**src/rtl/pipelined_carry_select_adder_pkg.sv**
```systemverilog
// Shared types and helpers for the pipelined carry-select add/sub datapath.
//   MAX_WIDTH : widest operand the stage-register struct can carry
//   op_e      : operation select (OP_ADD / OP_SUB)
//   stage_t   : one pipeline stage register (sum so far, carry, MSB carry,
//               operands still to be resolved, valid)
//   seg_width : number of result bits resolved per pipeline stage
package adder_pkg;

    localparam int MAX_WIDTH = 64;

    typedef enum logic {
        OP_ADD = 1'b0,
        OP_SUB = 1'b1
    } op_e;

    // Stage fields are sized for MAX_WIDTH; only the low WIDTH bits carry data.
    typedef struct packed {
        logic [MAX_WIDTH-1:0] sum;
        logic [MAX_WIDTH-1:0] a;
        logic [MAX_WIDTH-1:0] b;
        logic                 carry;
        logic                 msb_carry;
        logic                 valid;
    } stage_t;

    function automatic int seg_width(input int width, input int stages);
        return width / stages;
    endfunction

endpackage

```
**src/rtl/pipelined_carry_select_adder_if.sv**
```systemverilog
// Handshake and data bundle for the pipelined carry-select adder.
//   in_valid/in_ready   : operand-side handshake
//   a, b, cin, sub      : operands, carry in, subtract select
//   out_valid/out_ready : result-side handshake
//   sum, cout, ovf      : result, carry out (no-borrow in sub mode), overflow
// slave is the adder's view, master is the producer/consumer view.
interface pipelined_carry_select_adder_if #(parameter int WIDTH = 16);

    logic             in_valid;
    logic             in_ready;
    logic [WIDTH-1:0] a;
    logic [WIDTH-1:0] b;
    logic             cin;
    logic             sub;
    logic             out_valid;
    logic             out_ready;
    logic [WIDTH-1:0] sum;
    logic             cout;
    logic             ovf;

    modport slave (
        input  in_valid, a, b, cin, sub, out_ready,
        output in_ready, out_valid, sum, cout, ovf
    );

    modport master (
        output in_valid, a, b, cin, sub, out_ready,
        input  in_ready, out_valid, sum, cout, ovf
    );

endinterface

```
**src/rtl/pipelined_carry_select_adder_csa_block.sv**
```systemverilog
// Combinational BLOCK-bit carry-select cell.
//   a, b : operand slices
//   c    : incoming carry
//   s    : sum slice
//   co   : carry out of the slice
// Both carry-in outcomes are computed up front; the late-arriving carry only
// drives the final mux.
module csa_block #(
    parameter int BLOCK = 4
) (
    input  logic [BLOCK-1:0] a,
    input  logic [BLOCK-1:0] b,
    input  logic             c,
    output logic [BLOCK-1:0] s,
    output logic             co
);

    logic [BLOCK:0] r0_s;
    logic [BLOCK:0] r1_s;

    assign r0_s = {1'b0, a} + {1'b0, b};
    assign r1_s = {1'b0, a} + {1'b0, b} + {{BLOCK{1'b0}}, 1'b1};

    assign s  = c ? r1_s[BLOCK-1:0] : r0_s[BLOCK-1:0];
    assign co = c ? r1_s[BLOCK]     : r0_s[BLOCK];

endmodule

```
**src/rtl/pipelined_carry_select_adder.sv**
```systemverilog
// Pipelined, parametrised carry-select adder/subtractor.
//   clk, rst_n : clock (rising edge) and asynchronous active-low reset
//   bus        : slave side of pipelined_carry_select_adder_if
// Stage k resolves bits [k*SEG +: SEG] from the carry registered by stage k-1.
// All stages advance together whenever the output register is empty or is
// being consumed; in_ready is that advance condition.
module pipelined_carry_select_adder
    import adder_pkg::*;
#(
    parameter int WIDTH  = 16,
    parameter int STAGES = 2,
    parameter int BLOCK  = 4
) (
    input  logic                          clk,
    input  logic                          rst_n,
    pipelined_carry_select_adder_if.slave bus
);

    localparam int SEG  = seg_width(WIDTH, STAGES);
    localparam int NBLK = SEG / BLOCK;

    if (WIDTH % STAGES != 0) begin : g_err_stages
        $error("pipelined_carry_select_adder: WIDTH must be a multiple of STAGES");
    end
    if (SEG % BLOCK != 0) begin : g_err_block
        $error("pipelined_carry_select_adder: SEG must be a multiple of BLOCK");
    end
    if (WIDTH > MAX_WIDTH) begin : g_err_width
        $error("pipelined_carry_select_adder: WIDTH exceeds MAX_WIDTH");
    end

    stage_t head_s;
    stage_t last_s;
    op_e    op_s;
    logic   adv_s;
    logic   unused_last_s;

    assign op_s  = op_e'(bus.sub);
    assign adv_s = !last_s.valid || bus.out_ready;

    // Resolve operation into effective operand B and carry before stage 1.
    always_comb begin
        head_s               = '0;
        head_s.a[WIDTH-1:0]  = bus.a;
        head_s.valid         = bus.in_valid;
        if (op_s == OP_SUB) begin
            head_s.b[WIDTH-1:0] = ~bus.b;
            head_s.carry        = 1'b1;
        end else begin
            head_s.b[WIDTH-1:0] = bus.b;
            head_s.carry        = bus.cin;
        end
    end

    for (genvar k = 0; k < STAGES; k++) begin : g_stage
        stage_t          src_s;
        stage_t          stage_next_s;
        stage_t          stage_r;
        logic [SEG-1:0]  seg_a_s;
        logic [SEG-1:0]  seg_b_s;
        logic [SEG-1:0]  seg_sum_s;
        logic [NBLK:0]   c_s;

        if (k == 0) begin : g_src_head
            assign src_s = head_s;
        end else begin : g_src_prev
            assign src_s = g_stage[k-1].stage_r;
        end

        assign seg_a_s = src_s.a[k*SEG +: SEG];
        assign seg_b_s = src_s.b[k*SEG +: SEG];
        assign c_s[0]  = src_s.carry;

        for (genvar j = 0; j < NBLK; j++) begin : g_blk
            csa_block #(.BLOCK(BLOCK)) u_csa (
                .a  (seg_a_s[j*BLOCK +: BLOCK]),
                .b  (seg_b_s[j*BLOCK +: BLOCK]),
                .c  (c_s[j]),
                .s  (seg_sum_s[j*BLOCK +: BLOCK]),
                .co (c_s[j+1])
            );
        end

        // Merge this segment's result into the travelling stage record.
        always_comb begin
            stage_next_s                   = src_s;
            stage_next_s.sum[k*SEG +: SEG] = seg_sum_s;
            stage_next_s.carry             = c_s[NBLK];
            // Carry into the segment MSB recovered from its sum bit; only
            // the last stage's value (true MSB of the word) is consumed.
            stage_next_s.msb_carry         = seg_sum_s[SEG-1] ^ seg_a_s[SEG-1] ^ seg_b_s[SEG-1];
        end

        // Stage register: shifts with the whole pipe, holds (bubbles too) on stall.
        always_ff @(posedge clk or negedge rst_n) begin
            if (!rst_n) begin
                stage_r <= '0;
            end else if (adv_s) begin
                stage_r <= stage_next_s;
            end
        end
    end

    assign last_s        = g_stage[STAGES-1].stage_r;
    assign unused_last_s = ^last_s;

    assign bus.in_ready  = adv_s;
    assign bus.out_valid = last_s.valid;
    assign bus.sum       = last_s.sum[WIDTH-1:0];
    assign bus.cout      = last_s.carry;
    assign bus.ovf       = last_s.msb_carry ^ last_s.carry;

endmodule

```
**src/flat_wrapper.sv**
```systemverilog
// flat-port wrapper written by rule: the top's interface ports become plain ports
module pipelined_carry_select_adder_flat import adder_pkg::*;
#(
    parameter int WIDTH  = 16,
    parameter int STAGES = 2,
    parameter int BLOCK  = 4
)
  (clk, rst_n, bus_in_valid, bus_a, bus_b, bus_cin, bus_sub, bus_out_ready, bus_in_ready, bus_out_valid, bus_sum, bus_cout, bus_ovf);
  pipelined_carry_select_adder_if #(.WIDTH(WIDTH)) bus_i ();
  input  logic clk;
  input  logic rst_n;
  input wire logic [$bits(bus_i.in_valid)-1:0] bus_in_valid;
  input wire logic [$bits(bus_i.a)-1:0] bus_a;
  input wire logic [$bits(bus_i.b)-1:0] bus_b;
  input wire logic [$bits(bus_i.cin)-1:0] bus_cin;
  input wire logic [$bits(bus_i.sub)-1:0] bus_sub;
  input wire logic [$bits(bus_i.out_ready)-1:0] bus_out_ready;
  output wire logic [$bits(bus_i.in_ready)-1:0] bus_in_ready;
  output wire logic [$bits(bus_i.out_valid)-1:0] bus_out_valid;
  output wire logic [$bits(bus_i.sum)-1:0] bus_sum;
  output wire logic [$bits(bus_i.cout)-1:0] bus_cout;
  output wire logic [$bits(bus_i.ovf)-1:0] bus_ovf;
  assign bus_i.in_valid = bus_in_valid;
  assign bus_i.a = bus_a;
  assign bus_i.b = bus_b;
  assign bus_i.cin = bus_cin;
  assign bus_i.sub = bus_sub;
  assign bus_i.out_ready = bus_out_ready;
  assign bus_in_ready = bus_i.in_ready;
  assign bus_out_valid = bus_i.out_valid;
  assign bus_sum = bus_i.sum;
  assign bus_cout = bus_i.cout;
  assign bus_ovf = bus_i.ovf;
  pipelined_carry_select_adder #(.WIDTH(WIDTH), .STAGES(STAGES), .BLOCK(BLOCK)) u_core (.clk(clk), .rst_n(rst_n), .bus(bus_i));
endmodule
```
**config.mk**
```make
export PLATFORM = sky130hd
export DESIGN_NAME = pipelined_carry_select_adder_flat
export DESIGN_NICKNAME = d
export VERILOG_FILES = /design/src/rtl/pipelined_carry_select_adder_pkg.sv /design/src/rtl/pipelined_carry_select_adder_if.sv /design/src/rtl/pipelined_carry_select_adder_csa_block.sv /design/src/rtl/pipelined_carry_select_adder.sv /design/src/flat_wrapper.sv
export SDC_FILE = /design/constraint.sdc
export NUM_CORES = 1
export LEC_CHECK = 0
export BUFFER_PORTS_ARGS = -buffer_cell sky130_fd_sc_hd__buf_2
export CAP_MARGIN = 20
export CORE_MARGIN = 1
export CORE_UTILIZATION = 50
export DETAILED_ROUTE_END_ITERATION = 12
export GPL_TIMING_DRIVEN = 1
export PLACE_DENSITY = 0.77
export SYNTH_ARGS = -nofsm -noshare
export SYNTH_HDL_FRONTEND = slang
export SYNTH_SLANG_ARGS = --single-unit
export TNS_END_PERCENT = 50
```
**constraint.sdc**
```tcl
create_clock -name clk -period 2.2 [get_ports clk]
set_clock_uncertainty 0.1 [all_clocks]
set_input_delay 0.22 -clock clk [delete_from_list [all_inputs] [get_ports clk]]
set_output_delay 0.22 -clock clk [all_outputs]
set_load 0.01 [all_outputs]
```
# Word level (Yosys, flattened, before mapping)
# Cells that the tools add are included.
totals:
  regBits: 61
  input_bits: 38
  wordCells: 32
classes:
  addsub: 8
  muxes: 9
  bitwise_logic: 4
  reduce_logical: 2
op_table:
  columns: ["operator", "count"]
  rows:
  - ["$add 4x4->5", 4]
  - ["$add 5x1->5 const B", 4]
  - ["$mux 17", 1]
  - ["$mux 4", 4]
  - ["$not 16->16", 1]
  - ["$mux 1", 4]
  - ["$xor 1x1->1", 3]
  - ["$logic_not 1->1", 1]
  - ["$logic_or 1x1->1", 1]

# Longest topological paths before layout
logic_depth:
  depth_word: 6
  depth_mapped: 14

# By module
# Synthesis repeated with hierarchy kept, for this count alone.
hier_totals:
  hier_cells: 234
  area_unflattened_um2: 3140.5
by_module_without_submodules:
  columns: ["mod", "instances", "cells_each", "area_each_um2", "seq_area_each_um2"]
  rows:
  - ["pipelined_carry_select_adder", 1, 133, 2205.9, 1126.1]
  - ["csa_block (u_core.g_stage[0].g_blk[1].u_csa ...)", 2, 24, 229.0, 0.0]
  - ["csa_block (u_core.g_stage[0].g_blk[0].u_csa)", 1, 25, 242.7, 0.0]
  - ["csa_block (u_core.g_stage[1].g_blk[1].u_csa)", 1, 28, 234.0, 0.0]

# Worst setup path after synthesis
# OpenSTA, ideal clock, no wires.
synth_timing:
  path_type: "input port to flip-flop"
  startpoint: "in bus_sub"
  endpoint: "reg u_core.g_stage[0].stage_r[2] (netlist name)"
  setup_time_ns: 0.142
  arrival_time_ns: 2.730
  required_time_ns: 1.958
  path_slack_ns: -0.771
  path_stages: 11
  n_path_buf: 2
  path_cell_list: "buf_6 > clkbuf_1 > xor2_1 > ha_1 > fa_1 > ha_1 > and3_4 > a311o_1 > a211oi_2 > xor2_1 > a21oi_1"
synth_between:
  elab_chain_cells: 5
synth_lines:
  columns: ["item", "line_no", "source"]
  rows:
  - ["from (decl)", "flat_wrapper.sv:16", "input wire logic [$bits(bus_i.sub)-1:0] bus_sub;"]
  - ["$mux 17 *", "pipelined_carry_select_adder.sv:46", "if (op_s == OP_SUB) begin"]
  - ["$add 4x4->5", "pipelined_carry_select_adder_csa_block.sv:21, pipelined_carry_select_adder_csa_block.sv:22", null]
  - ["$add 5x1->5", "pipelined_carry_select_adder_csa_block.sv:22", "assign r1_s = {1'b0, a} + {1'b0, b} + {{BLOCK{1'b0}}, 1'b1};"]
  - ["$mux 1", "pipelined_carry_select_adder_csa_block.sv:25", "assign co = c ? r1_s[BLOCK] : r0_s[BLOCK];"]
  - ["$mux 1 *", "pipelined_carry_select_adder_csa_block.sv:25", null]
  - ["to (signal assigned)", "pipelined_carry_select_adder.sv:99", "stage_r <= stage_next_s;"]
  - ["to (decl)", "pipelined_carry_select_adder.sv:58", "stage_t stage_r;"]
# Every way passes the cells marked *; elsewhere a longest branch is shown, timed or not.
# A chain may end at the register's enable or synchronous reset.

# Worst setup path after layout
layout_timing:
  startpoint: "reg u_core.g_stage[0].stage_r[11] (netlist name)"
  endpoint: "reg u_core.g_stage[1].stage_r, in the netlist u_core.bus.sum[12]"
layout_between:
  elab_chain_cells: 4
layout_lines:
  columns: ["item", "line_no", "source"]
  rows:
  - ["$add 4x4->5 *", "pipelined_carry_select_adder_csa_block.sv:21, pipelined_carry_select_adder_csa_block.sv:22", null]
  - ["$add 5x1->5", "pipelined_carry_select_adder_csa_block.sv:22", null]
  - ["$mux 1 *", "pipelined_carry_select_adder_csa_block.sv:25", null]
  - ["$mux 4 *", "pipelined_carry_select_adder_csa_block.sv:24", "assign s = c ? r1_s[BLOCK-1:0] : r0_s[BLOCK-1:0];"]
  - ["to (signal assigned)", "pipelined_carry_select_adder.sv:99", null]
  - ["to (decl)", "pipelined_carry_select_adder.sv:58", null]
# Marked as above.

==> results.py <==
metrics = {
    "synthesis": {
        "synth_top_area_frac": 0.393,
        "seq_area_frac_synth": 0.393,
        "synthSimpleGateAreaFrac": 0.155,
        "synthAdderAreaFrac": 0.120,
        "synthArstFlopShare": 1.00,
        "synth_edf_count": 0,
        "synthFlopType": "dfrtp_1",
        "yosysUniqueCellTypes": 36,
        "synth-seq-cells": 45,
        "post-synth-top-count-cell": "nand2_1",
        "synthMuxAreaShare": 0.0175,
        "synthTopCellsByArea": "dfrtp_1, nand2_1, ha_1, xnor2_1, xor2_1",
        "synth-xor-area-share": 0.125,
        "synth_top_family_by_area": "simple AND/OR/NAND/NOR gates",
        "ys_warn_count": 0,
        "yosys.area.top_type": "dfrtp_1",
        "syn_avg_cell_area_um2": 9.13,
        "syn_area_um2": 2870,
        "syn-num-nets": 377,
        "synth_cells": 314,
        "synth-compound-area-share": 0.110,
        "synth_commonest_cells": "nand2_1, dfrtp_1, ha_1, xnor2_1, o21ai_0",
    },
    "timing": {
        "clock.fmax_mhz": 391,
        "min_period_ns": 2.56,
        "setup_viol": 10,
        "maxSlewViolCount": 0,
        "holdWs_ns": 0.00646,
        "rsz0062_at_grt": "true",
        "final_hold_viol_count": 0,
        "period_share": 1.16,
        "tightest_slew_ns": 0.856,
        "fin_ws_ns": -0.359,
        "relSlewSlack": 0.429,
    },
    "hold_path": {
        "holdCritPathClass": "input port to register",
    },
    "place": {
        "dp_cells": 439,
        "io_buffers": 57,
        "dp_hpwl_mm": 4.19,
        "gp_congestion": 0.763,
    },
    "finish": {
        "fillers": 443,
        "multiInputGateArea_um2": 1650,
        "seqCellArea_um2": 1130,
        "fin_util": 0.648,
        "fin_cells": 456,
        "drive_gt1_frac": 0.318,
        "syn2layout_area_growth_pct": 24.4,
        "nNetsFinal": 446,
        "diodes": 0,
    },
    "route": {
        "wl_per_cell_um": 12.8,
        "final_antenna_net_count": 0,
        "routed-via-count": 2256,
        "routed_wl_mm": 5.83,
        "drt_iter0_drc": 111,
        "via_per_inst": 4.95,
        "drt_first_pass_iters": 4,
        "drc": 0,
    },
    "pwr": {
        "swShare": 0.375,
        "ir_drop_v": 0.000425,
        "power_uw": 3320,
        "pwr-share-clk": 0.160,
        "p_comb_frac": 0.470,
        "p_int_uw": 2080,
        "leakagePower_uw": 0.00179,
        "power.density_nw_per_um2": 931,
        "seq_power_share": 0.370,
        "p_sw_uw": 1240,
    },
    "die": {
        "dieHeight_um": 77.7,
        "row_count": 27,
        "core_um2": 5510,
        "dieArea_um2": 6040,
        "io_pins": 58,
        "die_w_um": 77.7,
        "initial_core_util": 0.521,
    },
    "cts": {
        "htreeDepth": 2,
        "cts.sinks": 45,
        "clkTransAtPathRegs_ns": 0.10,
        "clk_path_buf_depth": 2,
        "cts-root-buf": "clkbuf_8",
        "cts_made_buffers": 5,
        "cts_tree": "built",
        "insertion_delay_ns": 0.31,
    },
    "setup_path": {
        "worstSetupStartpointType": "register",
        "arrival_ns": 2.69,
        "crit_type": "register to register",
        "critPathMaxFanout": 3,
        "critPathRequiredTime_ns": 2.33,
        "cp-end-kind": "register",
    },
    "grt": {
        "grt_antenna_before_repair": 0,
        "grt_use_total": 0.205,
        "grt_pass1_wl_mm": 9.65,
        "grt.overflow.total": 0,
        "grt_pass1_vias": 2159,
        "grt_max_degree": 50,
    },
    "status": {
        "violations": "negative setup slack",
        "outcome": "finished with violations",
    },
    "job": {
        "maxCapViolations": 0,
    },
}
-- per-stage QoR --
step / area [µm²] / setup WS, ns / TNS (ns)
floorplan: 2910 / -0.482 / -3.05
finish: 3570 / -0.359 / -2.13
global placement: 3270 / -0.447 / -3.47
detailed placement: 3270 / -0.509 / -4.36
CTS: 3450 / -0.311 / -1.82
global route: 3570 / -0.492 / -3.74
-- worst paths after layout --
kind                                          startpoint                             end  slack (ns)  cells after the start
max                        u_core.g_stage[0].stage_r[11]              u_core.bus.sum[12]       -0.36                     13
min                                            bus_a[13]   u_core.g_stage[0].stage_r[80]       0.006                      3
max reg2reg                u_core.g_stage[0].stage_r[11]              u_core.bus.sum[12]       -0.36                     13
min reg2reg                            u_core.bus.sum[5]               u_core.bus.sum[5]        0.36                      2
max in group asynchronous                          rst_n  u_core.g_stage[0].stage_r[136]        0.93                      3
min in group asynchronous                          rst_n   u_core.g_stage[0].stage_r[17]        0.45                      2
-- cells in the final DEF, fill, tap and decap left out, types with 10 or more instances in the layout --
cell / netlist / final
xnor2_1: 21 / 18
nor2_1: 11 / 10
a21oi_1: 14 / 14
dfrtp_1: 45 / 45
nand2_1: 74 / 73
o21ai_0: 19 / 15
xor2_1: 18 / 14
buf_2: 0 / 56
inv_1: 12 / 10
ha_1: 21 / 17
buf_4: 16 / 33
-- layout make-up --
type,count,share of cell area
Clock inverter,3,0.00737
Multi-Input combinational cell,227,0.463
Sequential cell,45,0.316
Inverter,12,0.0126
Timing Repair Buffer,92,0.156
Tap cell,72,0.0253
Clock buffer,5,0.0193
-- kinds of logic after synthesis --
group,count (synthesis)
DFF,45
and+or+nand+nor,105
buffers and inverters,42
adders and majority gates,25
AOI/OAI and AO/OA,52
muxes,5
xor gates and xnor gates,40
-- power by group through the flow --
stage / registers, µW / logic [µW] / clock network (µW)
2_1_floorplan: 1200 / 1090 / 0
3_3_place_gp: 1230 / 1340 / 0
3_5_place_dp: 1240 / 1390 / 0
4_1_cts: 1230 / 1470 / 543
5_1_grt: 1270 / 1740 / 573
6_report: 1230 / 1560 / 532
-- routing by layer --
layer | wire, µm | up-vias | track usage
met3 | 200 | 10 | 0.0306
met2 | 3000 | 55 | 0.350
met5 | 0 | - | 0
met4 | 124 | 0 | 0.0868
li1 | - | 1144 | -
met1 | 2500 | 1047 | 0.258
-- repair_timing --
action / CTS / global route
setup endpoints to repair: 11 / 12
endpoints found under the hold margin: 38 / 1
setup buffers: 3 / 4
hold buffers: 2 / 1
pin swaps: 9 / 7
gates resized for setup: 11 / 12
-- flip-flops by register name, summed over array words and instances, names as in the netlist --
register / flops
u_core.bus.cout: 1
u_core.bus.out_valid: 1
u_core.bus.sum: 16
u_core.g_stage.stage_r: 27
-- worst max-delay path: stages, from the launching register on --
cell and delay [ns]:
dfrtp_1 0.43, ha_4 0.18, inv_2 0.05, fa_1 0.43
inv_2 0.11, ha_4 0.16, nand3_2 0.08, nor2_2 0.16
mux2i_4 0.11, buf_4 0.17, xnor2_4 0.12, buf_4 0.15
xnor2_2 0.11, o21ai_1 0.12
No activity file was read; power rests on OpenSTA's default activity.
